File: config.mk
export PLATFORM = sky130hd
export DESIGN_NAME = uart_tx_buffer
export DESIGN_NICKNAME = d
export VERILOG_FILES = /design/src/rtl/uart_tx_buffer.sv
export SDC_FILE = /design/constraint.sdc
export NUM_CORES = 1
export LEC_CHECK = 0
export CAP_MARGIN = 5
export CORE_ASPECT_RATIO = 0.9
export CORE_MARGIN = 3
export CORE_UTILIZATION = 25
export CTS_CLUSTER_SIZE = 16
export DETAILED_ROUTE_END_ITERATION = 16
export PLACE_DENSITY = 0.49
export SLEW_MARGIN = 20
export SYNTH_ARGS = -nofsm -noshare
export SYNTH_HDL_FRONTEND = slang
export SYNTH_SLANG_ARGS = --single-unit
File: constraint.sdc
create_clock -name clk_i -period 3.42 [get_ports clk_i]
set_input_delay 0.684 -clock clk_i [delete_from_list [all_inputs] [get_ports clk_i]]
set_output_delay 0.684 -clock clk_i [all_outputs]
set_load 0.01 [all_outputs]
File: src/rtl/uart_tx_buffer.sv
// uart_tx_buffer: byte FIFO that paces queued bytes into the uart_ip transmitter one frame at a time
// Ports: clk_i/rst_ni clock and async active-low reset; wr_i/wdata_i producer write strobe and byte;
//   full_o/empty_o/count_o registered occupancy; overflow_o 1-cycle pulse on a dropped write;
//   busy_o frame in flight; tx_din_o/tx_start_o to uart_ip din_i/start_tx_i; tx_done_tick_i from uart_ip.
module uart_tx_buffer #(
  parameter int WordLength = 8,
  parameter int AddrWidth  = 4
) (
  input  logic                  clk_i,
  input  logic                  rst_ni,
  input  logic                  wr_i,
  input  logic [WordLength-1:0] wdata_i,
  output logic                  full_o,
  output logic                  empty_o,
  output logic [AddrWidth:0]    count_o,
  output logic                  overflow_o,
  output logic                  busy_o,
  output logic [WordLength-1:0] tx_din_o,
  output logic                  tx_start_o,
  input  logic                  tx_done_tick_i
);
  localparam int Depth = 2 ** AddrWidth;
  localparam logic [AddrWidth:0] FullCount = (AddrWidth + 1)'(Depth);
  typedef enum logic [1:0] {IDLE, LAUNCH, WAIT} state_e;
  state_e                state_q, state_d;
  logic [WordLength-1:0] mem_q [Depth];
  logic [AddrWidth-1:0]  wptr_q, rptr_q;
  logic [AddrWidth:0]    count_q, count_d;
  logic [WordLength-1:0] din_q, din_d;
  logic                  ovf_q, full, empty, pop, push;
  assign full  = count_q == FullCount;
  assign empty = count_q == '0;
  // Popping frees a slot this same edge, so a write to a full FIFO is still taken then.
  assign pop   = (state_q == IDLE) && !empty;
  assign push  = wr_i && (!full || pop);
  always_comb begin
    state_d = state_q == IDLE   ? (empty ? IDLE : LAUNCH) :
              state_q == LAUNCH ? WAIT :
              (tx_done_tick_i ? IDLE : WAIT);
    count_d = count_q + (AddrWidth + 1)'(push) - (AddrWidth + 1)'(pop);
    din_d   = pop ? mem_q[rptr_q] : din_q;
  end
  always_ff @(posedge clk_i or negedge rst_ni) begin
    if (!rst_ni) begin
      state_q <= IDLE;
      wptr_q  <= '0;
      rptr_q  <= '0;
      count_q <= '0;
      din_q   <= '0;
      ovf_q   <= 1'b0;
    end else begin
      state_q <= state_d;
      wptr_q  <= wptr_q + AddrWidth'(push);
      rptr_q  <= rptr_q + AddrWidth'(pop);
      count_q <= count_d;
      din_q   <= din_d;
      ovf_q   <= wr_i && full && !pop;
    end
  end
  // Storage needs no reset: the cleared count makes stale entries unreachable.
  always_ff @(posedge clk_i) begin
    if (push) mem_q[wptr_q] <= wdata_i;
  end
  assign full_o     = full;
  assign empty_o    = empty;
  assign count_o    = count_q;
  assign overflow_o = ovf_q;
  assign busy_o     = state_q != IDLE;
  assign tx_start_o = state_q == LAUNCH;
  assign tx_din_o   = din_q;
endmodule

# After elaboration in Yosys (flattened, before gate mapping)
# Memories as Yosys holds them, arrays and structs flattened. A register that Yosys moved wholly into a read port is not among the register bits.
# Index checks and enable logic that the tools add are counted.
classes:
  n_addsub: 4
  n_reduce_logical: 12
  mux: 6
  eq_ne: 2
ops:
  columns: ["cell", "count"]
  rows:
  - ["$add 4x1->4", 2]
  - ["$mux 2", 3]
  - ["$add 5x1->5", 1]
  - ["$eq 5x5->1 const B", 1]
  - ["$logic_not 5->1", 1]
  - ["$sub 5x1->5", 1]
  - ["$logic_and 1x1->1", 4]
  - ["$logic_not 1->1", 4]
  - ["$mux 1", 3]
  - ["$eq 2x1->1 const B", 1]
  - ["$logic_not 2->1", 1]
  - ["$reduce_bool 2->1", 1]
  - ["$logic_or 1x1->1", 1]
word_totals:
  register_bits: 16
  wordCells: 30
  output_inout_bits: 18
  n_memories: 1
  input_bits: 12
  ramBits: 128
memory_table:
  columns: ["memory", "depth", "width", "read_ports", "rd_ports_with_merged_regs", "write_ports", "line", "rtl"]
  rows:
  - ["mem_q", 16, 8, 1, 1, 1, "26", "logic [WordLength-1:0] mem_q [Depth];"]

# Logic depth before layout (Yosys ltp)
logic_depth:
  depth_word: 7
  mapped_depth: 16
  mapped_depth_nobuf: 14

# Worst setup path after synthesis
# OpenSTA, ideal clock, no wires.
synth_path:
  path_type: "register to register"
  startpoint: "register count_q[3] (netlist: count_o[3])"
  endpoint: "register count_q[4] (netlist: count_o[4])"
  path_stages_with_launch: 17
  n_path_buf: 2
  t_arrival_ps: 2924
  setup_slack_ps: 416
  cell_sequence: "dfrtp_1 -> inv_1 -> ha_1 -> nor4b_1 -> nand2b_1 -> buf_2 -> buf_4 -> inv_2 -> ha_1 -> inv_1 -> ha_1 -> inv_1 -> fa_1 -> inv_1 -> a21oi_1 -> o21bai_1 -> xnor2_1"
synth_via:
  elab_chain_cells: 7
synth_rtl:
  columns: ["item", "line", "rtl"]
  rows:
  - ["start: declaration", "28", "logic [AddrWidth:0] count_q, count_d;"]
  - ["start signal: assignment", "55", "count_q <= count_d;"]
  - ["$logic_not 5->1 (*)", "32", "assign empty = count_q == '0;"]
  - ["named net empty_o", "14", "output logic empty_o,"]
  - ["$logic_not 1->1 (*)", "34", "assign pop = (state_q == IDLE) && !empty;"]
  - ["$logic_and 1x1->1 (*)", "34", null]
  - ["named net pop", "30", "logic ovf_q, full, empty, pop, push;"]
  - ["$logic_or 1x1->1", "35", "assign push = wr_i && (!full || pop);"]
  - ["$logic_and 1x1->1", "35", null]
  - ["$add 5x1->5", "40", "count_d = count_q + (AddrWidth + 1)'(push) - (AddrWidth + 1)'(pop);"]
  - ["$sub 5x1->5 (*)", "40", null]
  - ["named net count_d[4]", "28", null]
# Mark *: on every way through the listed nets, which the timed path passes. The rest lies on a longest branch.

# Worst setup path in the final report
layout_path:
  startpoint: "register count_q[3] (netlist: count_o[3])"
  endpoint: "output empty_o"
layout_via:
  elab_chain_cells: 1
layout_rtl:
  columns: ["item", "line"]
  rows:
  - ["$logic_not 5->1", "32"]
  - ["end: declaration", "14"]
# Every way passes these cells.

==> results.txt <==
Total gr overflow = 0
Dominant synthesized flop cell = edfxtp_1
Final worst path period share = 0.776
Largest net degree at the start of global routing = 35
Total of max-cap violations = 0
Design Power = 6.36 mW
Post-route ant nets = 0
# hold bufs at CTS = 0
Peak VDD IR = 0.393 mV
Clock Tree Buf Depth = 2
Worst hold slack = 0.473 ns
Initial antenna violation count = 0
Vias = 2928
Commonest non-fill, non-tap cell in the layout = edfxtp_1
Vias in the first global route = 3055
Hold WC Path Type = reg -> reg
Setup Crit Path Kind = reg -> out
Post-DP Area = 0.00672 mm²
FFs w/ async S/R, synth = 0.158
Cell Pwr Density = 866 mW/mm²
#FFs+latches synth = 152
Worst-skew pair later-pin latency = 0.42 ns
GRT Resource Usage Total = 0.102
Placed cells = 637
ANT cells = 0
Area Growth Syn to Fin = 21.9%
Hpwl dp = 7980 µm
Final non-filler cell total = 669
Final nets = 377
Number of synthesized flops with an enable pin = 128
Syn_nets = 325
Worst slew pin tran = 0.895 ns
DR DRC count = 0
Total wire length = 12400 µm
Highest clock rate = 0.377 GHz
Worst-path fanout max = 3
Fin area = 0.00734 mm²
Root Driver = clkbuf_16
Startpoint types = flip-flop
Crit path time final = 2.65 ns
Setup Buffers After CTS = 0
Setup TNS = 0 ns
Core area = 0.0235 mm²
Vias/cell = 4.38
First-pass GRT wire length = 19000 µm
Clock Sinks = 152
Initial Util = 0.256
Resized Gates After CTS = 0
Commonest cells after routing, fill and taps aside = edfxtp_1, clkdlybuf4s50_1, mux4_2
CP Capture Type = output pin
Rows = 53
TritonCTS Buffers = 17
Routability cong. = 0.766
Die width = 170 µm
Syn Area/Cell = 20.0 µm²
I/O pin total = 30
Clock slew at reported path FFs = 0.06 ns
Die Height = 153 µm
CP arrival = 1.97 ns
Fin. Hold Viols = 0
Critical Path RT = 2.74 ns
Outcome = completed
Seq/Total Area, Yosys = 0.737
Initial DRC count = 250
Synth warnings = 0
Setup violations, final = 0
Synthesized area = 0.00603 mm²
Final Max Tran Viols = 0
Gate Count Post-Synth = 302
Initial DRT Pass Iterations = 4
PortBufs = 29
Max_slew headroom = 0.403
WL/cell = 18.6 µm
Die area = 0.0260 mm²
RSZ-0062 raised after global routing = false
Layout cell share with drive strength beyond 1 = 0.218
Max Clock Skew = 0.00915 ns
Leakage dissipation = 2.56 nW
CTS tree = built
Synth unique cells = 37
H-tree level count = 4
==> layer usage <==
layer	share of wire	global-route usage	vias to the layer above	wire (µm)
li1	-	-	1309	-
met1	0.47	0.139	1536	5800
met2	0.47	0.153	69	5820
met3	0.051	0.0297	14	640
met4	0.015	0.0409	0	184
met5	0	0	-	0
==> Yosys cell counts, drive strengths merged (2+ instances only) <==
master  instances  area share
dfrtp          24        0.10
xnor2           4      0.0058
a21o            8       0.010
nand3b          2      0.0025
nor2           13      0.0081
a21oi           4      0.0033
xor2            4      0.0058
mux2i           8       0.013
nand2b          4      0.0042
inv            12      0.0075
nor3            4      0.0033
clkbuf          2      0.0012
mux4           32        0.12
o22ai           7      0.0073
buf            13       0.019
edfxtp        128        0.64
nand3           3      0.0025
ha             10       0.021
nor2b           2      0.0021
a211oi          7      0.0087
==> worst paths after layout <==
| kind | depth (start not counted) | from | slack [ns] | to |
|---|---|---|---|---|
| hold / removal | 1 | state_q[1] | 0.47 | state_q[1] |
| hold reg to reg | 1 | state_q[1] | 0.47 | state_q[1] |
| setup reg to reg | 14 | count_o[3] | 0.83 | count_o[4] |
| min in group asynchronous | 2 | rst_ni | 0.64 | count_o[4] |
| max in group asynchronous | 2 | rst_ni | 2.52 | wptr_q[0] |
| setup / recovery | 4 | count_o[3] | 0.77 | empty_o |
==> sequential cells by signal, summed over array words and instances (netlist names) <==
register,cells
tx_din_o,8
mem_q,128
rptr_q,4
count_o,5
wptr_q,4
state_q,2
overflow_o,1
==> report_power, final <==
group / internal, mW / switching, mW / leakage (nW) / total [mW]
sequential: 2.32 / 0.221 / 1.44 / 2.54
combinational: 0.923 / 0.933 / 0.804 / 1.86
clock: 1.26 / 0.703 / 0.314 / 1.96
==> through the flow <==
| step | utilization | worst slack [ns] |
|---|---|---|
| after detailed placement | 0.285 | 0.621 |
| final | 0.312 | 0.768 |
| after CTS | 0.312 | 0.714 |
| after global routing | 0.312 | 0.544 |
| after floorplan | - | 0.416 |
| after global placement | 0.285 | 0.677 |
==> area by class of cell <==
cell class	count	area (µm²)
Tap cell	302	378
Clock inverter	12	171
Clock buffer	20	457
Multi-Input combinational cell	123	1420
Timing Repair Buffer	48	433
Fill cell	2230	16200
Sequential cell	152	4440
Inverter	12	45.0
==> kinds of logic (layout without fill, tap and decap cells) <==
family	Yosys count	in the layout	synth area share
XOR/XNOR	8	8	0.0116
AND/OR/NAND/NOR	34	34	0.0297
adder cells (fa/ha/maj)	11	11	0.0241
flip-flops	152	152	0.737
AO/OA/AOI/OAI	30	30	0.0343
multiplexers	40	40	0.135
buffers and inverters	27	92	0.0276
==> critical path: stages, from the launching register on <==
cell and delay [ns]:
dfrtp_1 0.40, inv_1 0.09, ha_1 0.15, nor4b_1 0.30, clkdlybuf4s50_1 0.61
(Power assumes the default switching activity.)
